`src/rtl/qc_pkg.sv`:
```
// Shared quantum-compiler types: fixed-point entry format and matrix decoder states.
// Imported by the coordinator, the matrix decoder and the downstream compiler.
package qc_pkg;

   localparam int ENTRY_W         = 37;
   localparam int BYTES_PER_ENTRY = 5;
   localparam int NUM_ENTRIES     = 8;

   typedef logic signed [ENTRY_W-1:0] entry_t;

   typedef enum logic [0:0] {
      MTX_IDLE    = 1'b0,
      MTX_COLLECT = 1'b1
   } mtx_state_e;

endpackage

```
`src/rtl/byte_assembler.sv`:
```
// LSB-first byte assembler: holds the first BYTES_PER_ENTRY-1 bytes of a component
// and presents the full component combinationally alongside the final byte.
module byte_assembler #(
   parameter int ENTRY_W         = 37,
   parameter int BYTES_PER_ENTRY = 5
) (
   input  logic               clk,
   input  logic               reset,
   input  logic               clear,
   input  logic               shift_en,
   input  logic [7:0]         byte_in,
   output logic [ENTRY_W-1:0] word,
   output logic               word_done
);

   localparam int HOLD_W = 8 * (BYTES_PER_ENTRY - 1);
   localparam int CNT_W  = $clog2(BYTES_PER_ENTRY);
   localparam logic [CNT_W-1:0] LAST_BYTE = CNT_W'(BYTES_PER_ENTRY - 1);

   logic [HOLD_W-1:0] hold;
   logic [CNT_W-1:0]  byte_cnt;

   // The last byte is not stored: it is merged on the fly so the component
   // is usable on the same edge that accepts it. Its top bits beyond ENTRY_W drop here.
   assign word_done = shift_en && (byte_cnt == LAST_BYTE);
   assign word      = {byte_in[ENTRY_W-HOLD_W-1:0], hold};

   always_ff @(posedge clk or posedge reset) begin
      if (reset) begin
         hold     <= '0;
         byte_cnt <= '0;
      end else if (clear) begin
         hold     <= '0;
         byte_cnt <= '0;
      end else if (shift_en) begin
         hold     <= {byte_in, hold[HOLD_W-1:8]};
         byte_cnt <= word_done ? '0 : byte_cnt + 1'b1;
      end
   end

endmodule

```
`src/rtl/matrix_decoder.sv`:
```
// Deserializes the 40-byte "M" payload into a 2x2 complex matrix of signed
// fixed-point components and presents it in a held register with a one-cycle valid.
module matrix_decoder #(
   parameter int ENTRY_W         = qc_pkg::ENTRY_W,
   parameter int BYTES_PER_ENTRY = qc_pkg::BYTES_PER_ENTRY,
   parameter int NUM_ENTRIES     = qc_pkg::NUM_ENTRIES
) (
   input  logic                           clk,
   input  logic                           reset,
   input  logic                           start,
   input  logic [7:0]                     byte_in,
   input  logic                           byte_valid,
   output logic                           busy,
   output logic [NUM_ENTRIES*ENTRY_W-1:0] matrix_out,
   output logic                           matrix_valid
);

   localparam int IDX_W = $clog2(NUM_ENTRIES);
   localparam logic [IDX_W-1:0] LAST_ENTRY = IDX_W'(NUM_ENTRIES - 1);

   qc_pkg::mtx_state_e state;
   logic [IDX_W-1:0]   entry_idx;
   logic               shift_en;
   logic               word_done;
   logic               last_word;
   qc_pkg::entry_t     word;
   qc_pkg::entry_t     staging [NUM_ENTRIES-1];
   logic [NUM_ENTRIES*ENTRY_W-1:0] next_matrix;

   // start always wins over a coincident strobe, so the byte is dropped.
   assign shift_en  = byte_valid && (state == qc_pkg::MTX_COLLECT) && !start;
   assign last_word = word_done && (entry_idx == LAST_ENTRY);
   assign busy      = (state == qc_pkg::MTX_COLLECT);

   byte_assembler #(
      .ENTRY_W         (ENTRY_W),
      .BYTES_PER_ENTRY (BYTES_PER_ENTRY)
   ) u_byte_assembler (
      .clk       (clk),
      .reset     (reset),
      .clear     (start),
      .shift_en  (shift_en),
      .byte_in   (byte_in),
      .word      (word),
      .word_done (word_done)
   );

   // NOTE: staging is deliberately not reset; every slot is rewritten before
   // the array is ever copied out, so a reset would only add fan-out.
   always_ff @(posedge clk) begin
      if (word_done && !last_word) begin
         staging[entry_idx] <= word;
      end
   end

   // The final component bypasses staging so the copy happens on its own edge.
   always_comb begin
      // NOTE: default first so no path through this block can infer a latch.
      next_matrix = '0;
      for (int i = 0; i < NUM_ENTRIES - 1; i++) begin
         next_matrix[i*ENTRY_W +: ENTRY_W] = staging[i];
      end
      next_matrix[(NUM_ENTRIES-1)*ENTRY_W +: ENTRY_W] = word;
   end

   always_ff @(posedge clk or posedge reset) begin
      if (reset) begin
         state        <= qc_pkg::MTX_IDLE;
         entry_idx    <= '0;
         matrix_out   <= '0;
         matrix_valid <= 1'b0;
      end else begin
         // NOTE: non-blocking throughout so every register samples pre-edge values.
         matrix_valid <= 1'b0;
         if (start) begin
            state     <= qc_pkg::MTX_COLLECT;
            entry_idx <= '0;
         end else if (word_done) begin
            if (last_word) begin
               state        <= qc_pkg::MTX_IDLE;
               entry_idx    <= '0;
               matrix_out   <= next_matrix;
               matrix_valid <= 1'b1;
            end else begin
               entry_idx <= entry_idx + 1'b1;
            end
         end
      end
   end

endmodule

```
`config.mk`:
```
export PLATFORM = sky130hd
export DESIGN_NAME = matrix_decoder
export DESIGN_NICKNAME = d
export VERILOG_FILES = /design/src/rtl/qc_pkg.sv /design/src/rtl/byte_assembler.sv /design/src/rtl/matrix_decoder.sv
export SDC_FILE = /design/constraint.sdc
export NUM_CORES = 1
export LEC_CHECK = 0
export CAP_MARGIN = 10
export CORE_MARGIN = 2
export CORE_UTILIZATION = 54
export CTS_CLUSTER_DIAMETER = 50
export DETAILED_ROUTE_END_ITERATION = 10
export PLACE_DENSITY_LB_ADDON = 0.3
export SYNTH_ARGS = -nofsm -noshare
export SYNTH_HDL_FRONTEND = slang
export SYNTH_HIERARCHICAL = 1
export SYNTH_SLANG_ARGS = --single-unit
```
`constraint.sdc`:
```
create_clock -name clk -period 11.4 [get_ports clk]
set_input_delay 1.14 -clock clk [delete_from_list [all_inputs] [get_ports clk]]
set_output_delay 1.14 -clock clk [all_outputs]
set_load 0.02 [all_outputs]
```
==> impl_results.md <==
- Layout Nets: ~1400
- Crit path time final: ~4.6 ns
- Crit path capture type: flop
- Unrepaired setup endpoints after global routing: false
- WL met3: 2.64 mm
- DIE WIDTH: roughly 200 um
- Clock latency on the worst-skew pair: 0.60 ns
- Fmax: approximately 220 MHz
- DIE AREA: ~41000 um^2
- Area Growth Syn to Fin: 25.5%
- CP required: ~12 ns
- PostCTS Resize Cnt: 0
- Final Hold Viols: 0
- Global Route Usage Sum: 0.229
- Post-synthesis sequential area ratio: 0.752
- Clk buf depth: 3
- Vias in the first global route: approximately 11000
- Peak VDD IR: about 120 uV
- DRT Wirelength: approximately 47 mm
- Finish-stage setup viols: 0
- PortBufs: a little over 300
- DRC: 0
- Wirelength per Cell: roughly 24 um
- First-pass GRT wire length: 69.9 mm
- Via density: roughly 5.2
- Mapped Area: ~22000 um^2
- Final non-filler cell total: 1959
- IO Count: 310
- DP HPWL: 27.9 mm
- Starting Density: 0.544
- Design Area, Final: 27000 um^2
- Slew Limit Fails: 0
- Mapped Cells: ~1000
- Lkg Pwr: ~12 nW
- DRT antenna net count: 0
- Placed insts: approximately 1800
- Maximum number of pins on one net before global-route repair: roughly 160
- Clock Sinks: approximately 600
- Tcrit/Tclk final: 0.400
- Top Metal Used: met4
- Final GP Congestion: approximately 0.74
- Avg Cell Area, Syn: 20.6 um^2
- CP max FO: 149
- Worst slew pin tran: ~1.1 ns
- Register bit total from synthesis: a little under 600
- Num rows: 73
- Worst EP arrival: roughly 5 ns
- Worst Hold Class: flop to flop
- Syn_nets: approximately 1100
- Yosys warns: 265
- Number of CTS-inserted buffers: around 60
- Hold-fix buffers, CTS: 0
- Met2 WL post-DR: 22.7 mm
- Initial antenna violation count: 1
- Slew Limit Headroom: 0.242
- Initial DRC Count: around 580
- Via Count: 10200
- Metal-1 WL: roughly 20 mm
- Post-CTS Setup Bufs: 0
- Yosys cell types: 24
- Setup TNS: 0 ns
- Pwr dens: 157 nW/um^2
- Die height: between 200 and 250 um
- Max Cap Viol: 0
- Clock Skews: ~0.029 ns
- Status: finished clean
- CP Class: input port to flop
- DP Area: ~25000 um^2
- Core area: 39500 um^2
- Drt first pass iters: 5
- Share of cells above drive strength 1: 0.290
- Reg clk slew, reported paths: approximately 0.06 ns
- TritonCTS clock tree: built
- Htree depth: 2
- Root Driver: clkbuf_16
- Startpoint types: input port
- Grt ovf: 0
==> final cells by class <==
cell class,count,area (um^2)
Antenna cell,1,2.50
Clock buffer,84,1700
Clock inverter,27,284
Fill cell,2549,12500
Inverter,5,26.3
Multi-Input combinational cell,399,4940
Sequential cell,595,16200
Tap cell,525,657
Timing Repair Buffer,323,3220
==> final timing paths <==
check                                         start  cells after the start                                        to  slack (ns)
min reg2reg                staging[3][34]$_DFFE_PP_                      1               matrix_out[145]$_DFFE_PP0P_        0.47
min in group asynchronous                     reset                      2  u_byte_assembler/byte_cnt[2]$_DFFE_PP0P_        1.19
max in group asynchronous                     reset                      3               matrix_out[199]$_DFFE_PP0P_        8.69
max reg2reg                        busy$_DFFE_PP0P_                      8               matrix_out[186]$_DFFE_PP0P_        7.48
max                                           start                      8               matrix_out[186]$_DFFE_PP0P_        6.84
min                        staging[3][34]$_DFFE_PP_                      1               matrix_out[145]$_DFFE_PP0P_        0.47
==> logic make-up (layout without fill, tap and decap cells) <==
| group | after synthesis | in the layout | share of synthesized area |
|---|---|---|---|
| muxes | 329 | 329 | 0.210 |
| other | 0 | 1 | 0 |
| adders and majority gates | 4 | 4 | 0.00232 |
| DFF | 595 | 595 | 0.752 |
| buffers and inverters | 52 | 439 | 0.0214 |
| AOI/OAI and AO/OA | 7 | 7 | 0.00198 |
| and+or+nand+nor | 59 | 59 | 0.0125 |
==> synthesized netlist by cell type (all sizes together) <==
master / n / area (um^2)
inv: 5 / 18.8
buf: 45 / 434
ha: 4 / 50.1
nand3: 1 / 5.00
nor2: 39 / 146
o211a: 1 / 10.0
nand3b: 4 / 30.0
or3b: 1 / 8.76
nor3: 3 / 20.0
edfxtp: 259 / 7780
dfrtp: 336 / 8410
mux2: 296 / 4190
a21oi: 5 / 25.0
nand2: 4 / 15.0
clkbuf: 2 / 7.51
nand2b: 6 / 37.5
mux2i: 33 / 330
a21o: 1 / 7.51
and3: 1 / 6.26
==> per-stage QoR <==
stage | hold slack (ns) | util | setup WS [ns] | power, W
2_1_floorplan | 0.455 | - | 1.94 | 0.00231
3_3_place_gp | 0.458 | 0.633 | 6.41 | 0.00233
3_5_place_dp | 0.464 | 0.633 | 6.32 | 0.00233
4_1_cts | 0.474 | 0.683 | 6.94 | 0.00428
5_1_grt | 0.473 | 0.683 | 6.70 | 0.00437
6_report | 0.471 | 0.683 | 6.84 | 0.00423
==> placed cells by master, fill, tap and decap left out, drive strengths merged, types with 3 or more instances in the layout <==
master | synthesis | final
clkinv | 0 | 14
clkinvlp | 0 | 5
mux2 | 296 | 296
nor2 | 39 | 39
mux2i | 33 | 33
nand3b | 4 | 4
ha | 4 | 4
nand2b | 6 | 6
clkdlybuf4s50 | 0 | 308
buf | 45 | 15
nor3 | 3 | 3
nand2 | 4 | 4
bufinv | 0 | 5
a21oi | 5 | 5
dfrtp | 336 | 336
inv | 5 | 8
edfxtp | 259 | 259
clkbuf | 2 | 84
==> state kept, by name, indices dropped and copies added (netlist names) <==
register,count
u_byte_assembler/hold,32
u_byte_assembler/byte_cnt,3
entry_idx,3
matrix_valid,1
matrix_out,296
staging,259
busy,1
==> worst max-delay path, stage by stage <==
cell      delay [ns]
buf_2           0.61
nor2_4          0.05
buf_4           0.34
and3_1          0.34
nand3b_1        0.19
buf_12          0.77
buf_4           0.89
mux2_2          0.42
==> routing by layer <==
| metal | global-route usage | vias up |
|---|---|---|
| li1 | - | 4483 |
| met1 | 0.323 | 5388 |
| met2 | 0.365 | 263 |
| met3 | 0.0535 | 74 |
| met4 | 0.0571 | 0 |
| met5 | 0 | - |
==> power by group <==
group	total [W]	internal, W	switching [W]
Sequential	0.00224	0.00223	0.00000985
Clock	0.00195	0.00116	0.000791
Combinational	0.0000445	0.00000901	0.0000355
Total	0.00423	0.00340	0.000836
Power figures use the tool's default switching activity.
